[src/rtl/rr_arb_requester.sv]
// Four-channel burst requester for a 4-way round-robin arbiter.
// Each channel queues burst commands and holds its request until the burst is granted; grant-protocol errors are flagged.
module rr_arb_requester #(
  parameter int unsigned DEPTH   = 4,
  parameter int unsigned LEN_W   = 4,
  parameter int unsigned TIMEOUT = 16
) (
  input  logic               clk,
  input  logic               reset,
  input  logic [3:0]         cmd_valid,
  input  logic [4*LEN_W-1:0] cmd_len,
  output logic [3:0]         cmd_ready,
  output logic               req1,
  output logic               req2,
  output logic               req3,
  output logic               req4,
  input  logic               gnt1,
  input  logic               gnt2,
  input  logic               gnt3,
  input  logic               gnt4,
  output logic [3:0]         done,
  output logic               err_multi_gnt,
  output logic [3:0]         err_spurious_gnt,
  output logic [3:0]         err_timeout
);

  localparam int unsigned AW     = $clog2(DEPTH);
  localparam int unsigned CW     = AW + 1;
  localparam int unsigned WAIT_W = $clog2(TIMEOUT + 1);

  typedef enum logic [1:0] {ST_IDLE, ST_REQ, ST_XFER, ST_GAP} state_e;

  logic [3:0] gnt;
  logic [3:0] req;
  logic       multi_q;

  assign gnt  = {gnt4, gnt3, gnt2, gnt1};
  assign req1 = req[0];
  assign req2 = req[1];
  assign req3 = req[2];
  assign req4 = req[3];
  assign err_multi_gnt = multi_q;

  // More than one grant bit set in the same cycle.
  always_ff @(posedge clk) begin
    if (reset) begin
      multi_q <= 1'b0;
    end else if ((gnt & (gnt - 4'd1)) != 4'd0) begin
      multi_q <= 1'b1;
    end
  end

  for (genvar n = 0; n < 4; n++) begin : g_ch
    logic [LEN_W-1:0]  mem_q [DEPTH];
    logic [AW-1:0]     wr_ptr_q, rd_ptr_q;
    logic [CW-1:0]     count_q, count_d;
    logic              ready_q;
    logic              push, pop;
    logic [LEN_W-1:0]  head_len;
    state_e            state_q;
    logic [LEN_W-1:0]  beat_cnt_q;
    logic [WAIT_W-1:0] wait_cnt_q;
    logic              req_q, req_prev_q, done_q, spur_q, tmo_q;

    assign push     = cmd_valid[n] && ready_q;
    assign pop      = (state_q == ST_GAP);
    assign head_len = mem_q[rd_ptr_q];

    assign cmd_ready[n]        = ready_q;
    assign req[n]              = req_q;
    assign done[n]             = done_q;
    assign err_spurious_gnt[n] = spur_q;
    assign err_timeout[n]      = tmo_q;

    always_comb begin
      count_d = count_q;
      if (push && !pop) begin
        count_d = count_q + CW'(1);
      end else if (!push && pop) begin
        count_d = count_q - CW'(1);
      end
    end

    // Command FIFO; the head entry is popped in the cycle after the final beat.
    always_ff @(posedge clk) begin
      if (reset) begin
        wr_ptr_q <= '0;
        rd_ptr_q <= '0;
        count_q  <= '0;
        ready_q  <= 1'b1;
      end else begin
        if (push) begin
          mem_q[wr_ptr_q] <= cmd_len[n*LEN_W +: LEN_W];
          wr_ptr_q        <= wr_ptr_q + AW'(1);
        end
        if (pop) begin
          rd_ptr_q <= rd_ptr_q + AW'(1);
        end
        count_q <= count_d;
        ready_q <= (count_d != CW'(DEPTH));
      end
    end

    always_ff @(posedge clk) begin
      if (reset) begin
        state_q    <= ST_IDLE;
        beat_cnt_q <= '0;
        wait_cnt_q <= '0;
        req_q      <= 1'b0;
        req_prev_q <= 1'b0;
        done_q     <= 1'b0;
        spur_q     <= 1'b0;
        tmo_q      <= 1'b0;
      end else begin
        done_q     <= 1'b0;
        req_prev_q <= req_q;
        // A single-cycle grant tail after the request drops is tolerated.
        if (gnt[n] && !req_q && !req_prev_q) begin
          spur_q <= 1'b1;
        end
        case (state_q)
          ST_IDLE: begin
            if (count_q != '0) begin
              state_q    <= ST_REQ;
              req_q      <= 1'b1;
              beat_cnt_q <= '0;
              wait_cnt_q <= '0;
            end
          end
          ST_REQ: begin
            if (gnt[n]) begin
              if (head_len == '0) begin
                state_q <= ST_GAP;
                req_q   <= 1'b0;
                done_q  <= 1'b1;
              end else begin
                state_q    <= ST_XFER;
                beat_cnt_q <= LEN_W'(1);
              end
            end else begin
              if (wait_cnt_q != WAIT_W'(TIMEOUT)) begin
                wait_cnt_q <= wait_cnt_q + WAIT_W'(1);
              end
              if (wait_cnt_q >= WAIT_W'(TIMEOUT - 1)) begin
                tmo_q <= 1'b1;
              end
            end
          end
          ST_XFER: begin
            if (gnt[n]) begin
              if (beat_cnt_q == head_len) begin
                state_q <= ST_GAP;
                req_q   <= 1'b0;
                done_q  <= 1'b1;
              end else begin
                beat_cnt_q <= beat_cnt_q + LEN_W'(1);
              end
            end
          end
          ST_GAP: begin
            state_q <= ST_IDLE;
          end
          default: begin
            state_q <= ST_IDLE;
            req_q   <= 1'b0;
          end
        endcase
      end
    end
  end

endmodule

[config.mk]
export PLATFORM = sky130hd
export DESIGN_NAME = rr_arb_requester
export DESIGN_NICKNAME = d
export VERILOG_FILES = /design/src/rtl/rr_arb_requester.sv
export SDC_FILE = /design/constraint.sdc
export NUM_CORES = 1
export LEC_CHECK = 0
export BUFFER_PORTS_ARGS = -buffer_cell sky130_fd_sc_hd__buf_4
export CAP_MARGIN = 20
export CORE_AREA = 2 2 145 147
export CTS_CLUSTER_DIAMETER = 120
export DETAILED_ROUTE_END_ITERATION = 12
export DIE_AREA = 0 0 147 149
export GPL_TIMING_DRIVEN = 0
export SLEW_MARGIN = 10
export SYNTH_ARGS = -nofsm -noshare
export SYNTH_HDL_FRONTEND = slang
export SYNTH_SLANG_ARGS = --single-unit
[constraint.sdc]
create_clock -name clk -period 2.85 [get_ports clk]
set_clock_uncertainty 0.1 [all_clocks]
set_input_delay 0 -clock clk [delete_from_list [all_inputs] [get_ports clk]]
set_output_delay 0 -clock clk [all_outputs]
set_load 0.1 [all_outputs]
==> flow_summary_export.csv <==
group,metric,value,unit
power,p_per_area,795,nW/um^2
logic_synthesis,synth_cell_types,57,
die,io_pins,47,
critical_path,cp.required,3.01,ns
logic_synthesis,ys_ff_latch,169,
cells_and_area,fillers,1926,
die,die_w,147,um
cts,h-tree-depth,4,
cts,cts_resized,0,
grt,grtUsageTotal,16.7,%
cells_and_area,multi_input_area,4120,um^2
grt,antenna_found_initial,0,
logic_synthesis,syn_area_per_cell,10.2,um^2
logic_synthesis,syn_area,8610,um^2
cts,clkTransAtPathRegs,0.07,ns
hold_path,hold_path_class,"in -> reg",
cells_and_area,layout-drive-gt1-share,13.0,%
sta,worst_pin_slew,0.901,ns
logic_synthesis,synth_ff_type,"dfxtp_1",
cts,clk_root_buffer_cell,"clkbuf_16",
critical_path,critPathMaxFanout,8,
power,max-vdd-ir-drop,0.392,mV
die,coreArea,20600,um^2
sta,setup_viol,0,
critical_path,path_delay_family,"simple AND/OR/NAND/NOR gates",
placed_design,io_buffers,46,
placed_design,place.gp.congestion,0.790,
critical_path,rr_worst_depth,8,
die,fp-row-count,53,
cts,clkLatencyLatePin,0.42,ns
logic_synthesis,synthTopCellsByCount,"117 x nor2_1, 105 x dfxtp_1, 67 x ha_1, 64 x edfxtp_1",
sta,setup_tns,0,ns
route,drc,0,
cts,cts_made_buffers,17,
grt,grt_max_degree,17,
cts,clk_path_buf_depth,2,
critical_path,cp_slowest_cell,"mux4_1",
cells_and_area,final_cells,1223,
cells_and_area,ff_latch_area,4020,um^2
route,drt-pass1-iter-count,5,
route,vias,6147,
logic_synthesis,synthCells,845,
hold_path,hold_start,"cmd_len[12]",
logic_synthesis,synth_most_common_cell,"nor2_1",
grt,overflow,0,
sta,hold_viol,0,
die,start_util,41.9,%
logic_synthesis,yosysTopAreaCell,"dfxtp_1",
cells_and_area,syn_to_final_growth,18.3,%
sta,slew_headroom,39.9,%
critical_path,crit_arrival,2.71,ns
route,wl,17.8,mm
route,via_per_inst,5.03,
outcome,outcome,"finished, final reports clean",
critical_path,r2r_end,"g_ch[2].beat_cnt_q[2]",
critical_path,crit_cells,8,
critical_path,crit_type,"reg -> reg",
grt,grt_pass1_vias,5822,
cts,postCtsHoldBufs,25,
critical_path,regToRegSetupSlack,0.30,ns
sta,max_freq,392,MHz
sta,final.min_clock_period,2.55,ns
hold_path,hold_end,"g_ch[3].mem_q[3][0]",
cts,cts_tree,"yes",
die,die_y,149,um
cts,cts_sinks,169,
hold_path,hold-path-cell-count,2,
route,antenna_left,0,
run,cap_violations,0,
placed_design,dp.cells,1166,
critical_path,critPathMaxStageDelay,0.57,ns
placed_design,dpl.hpwl,12.8,mm
power,leakage,3.85,nW
critical_path,cp_cell_sequence,"buf_6 > mux4_1 > xnor2_1 > nand4_1 > nor4b_1 > o21ai_0 > a22oi_1 > nor3_1",
sta,maxSlewViolCount,0,
logic_synthesis,async_flop_share,0,%
logic_synthesis,yosys_warnings,0,
route,drt_iter0_markers,353,
cells_and_area,fin_nets,1028,
die,die_area,21900,um^2
logic_synthesis,synth_nets,938,
cts,post_cts_buffers,0,
logic_synthesis,synth_edf_count,64,
cells_and_area,antenna_cells,0,
logic_synthesis,seq_area_frac_synth,46.7,%
logic_synthesis,synth_area_leaders,"dfxtp_1 24%, edfxtp_1 22%, ha_1 9.7%, nor2_1 5.1%, xnor2_1 3.3%",
critical_path,startpoint_type,"flip-flop",
route,avgRoutedWirePerCell,14.5,um
sta,rsz0062_at_grt,"no",
critical_path,end_kind,"flip-flop",
logic_synthesis,synth_top_area_share,24.4,%
critical_path,critPathBufInv,1,
sta,fin_crit_sh,89.6,%
grt,grt_pass1_wl,29.0,mm
==> placed cells by master (no fill, tap or decap), types with 20 or more instances in the layout <==
cell type / count
a21oi_1: 30
buf_4: 62
dfxtp_1: 105
dlygate4sd3_1: 25
edfxtp_1: 64
ha_1: 67
inv_1: 53
nand2_1: 53
nand3_1: 20
nor2_1: 117
nor3b_1: 21
o21ai_0: 28
xnor2_1: 32
==> worst max-delay path by stage <==
stage	to	slack, ns
after floorplan	g_ch[2].beat_cnt_q[2]	0.57
after global placement	g_ch[2].beat_cnt_q[2]	0.31
after detailed placement	g_ch[2].beat_cnt_q[2]	0.29
after CTS	g_ch[2].beat_cnt_q[2]	0.28
after global routing	g_ch[2].beat_cnt_q[2]	0.09
final	g_ch[2].beat_cnt_q[2]	0.30
==> power by group <==
part,switching [W],total (W),internal (W)
clock,0.00100,0.00249,0.00149
sequential,0.000220,0.00296,0.00274
combinational,0.00165,0.00266,0.00101
total,0.00287,0.00810,0.00523
==> final cells by class <==
type	count	area share [%]
buffer	48	2.69
clock buffer	17	4.17
clock inverter	15	2.06
inverter	53	1.95
multi-input combinational	575	40.4
sequential	169	39.5
tap	275	3.38
timing repair buffer	71	5.84
==> cell families after synthesis <==
family	count (synthesis)	synth area share [%]
AO/OA/AOI/OAI	124	9.54
XOR/XNOR	46	4.68
adder cells (fa/ha/maj)	68	9.85
buffers and inverters	101	5.49
flip-flops	169	46.7
multiplexers	25	5.43
AND/OR/NAND/NOR	312	18.3
==> layer usage <==
layer,GRT usage (%),share of wire (%),vias to the layer above,wire (um)
met4,5.05,0.76,0,136
met3,3.18,3.7,8,652
met1,22.9,48,2889,8590
met2,26.9,47,81,8420
li1,-,-,3169,-
met5,0,0,-,0
==> through the flow <==
stage | power [W] | setup slack (ns) | cell area (um^2) | util [%] | hold slack (ns)
after global routing | 0.00862 | 0.0898 | 10200 | 49.6 | 0.202
after floorplan | 0.00505 | 0.570 | 8610 | - | -0.0199
final | 0.00810 | 0.297 | 10200 | 49.6 | 0.222
after detailed placement | 0.00562 | 0.291 | 9300 | 45.3 | 0.105
after global placement | 0.00561 | 0.307 | 9300 | 45.3 | 0.103
after CTS | 0.00816 | 0.277 | 10200 | 49.6 | 0.193
==> sequential cells by signal, summed over array words and instances, names as in the netlist, 8 cells and up, named ones only <==
signal / cells
g_ch.state_q: 8
g_ch.mem_q: 64
g_ch.count_q: 12
g_ch.wait_cnt_q: 20
g_ch.rd_ptr_q: 8
g_ch.wr_ptr_q: 8
g_ch.beat_cnt_q: 16
Note: power is estimated with default switching activity, not from simulation.
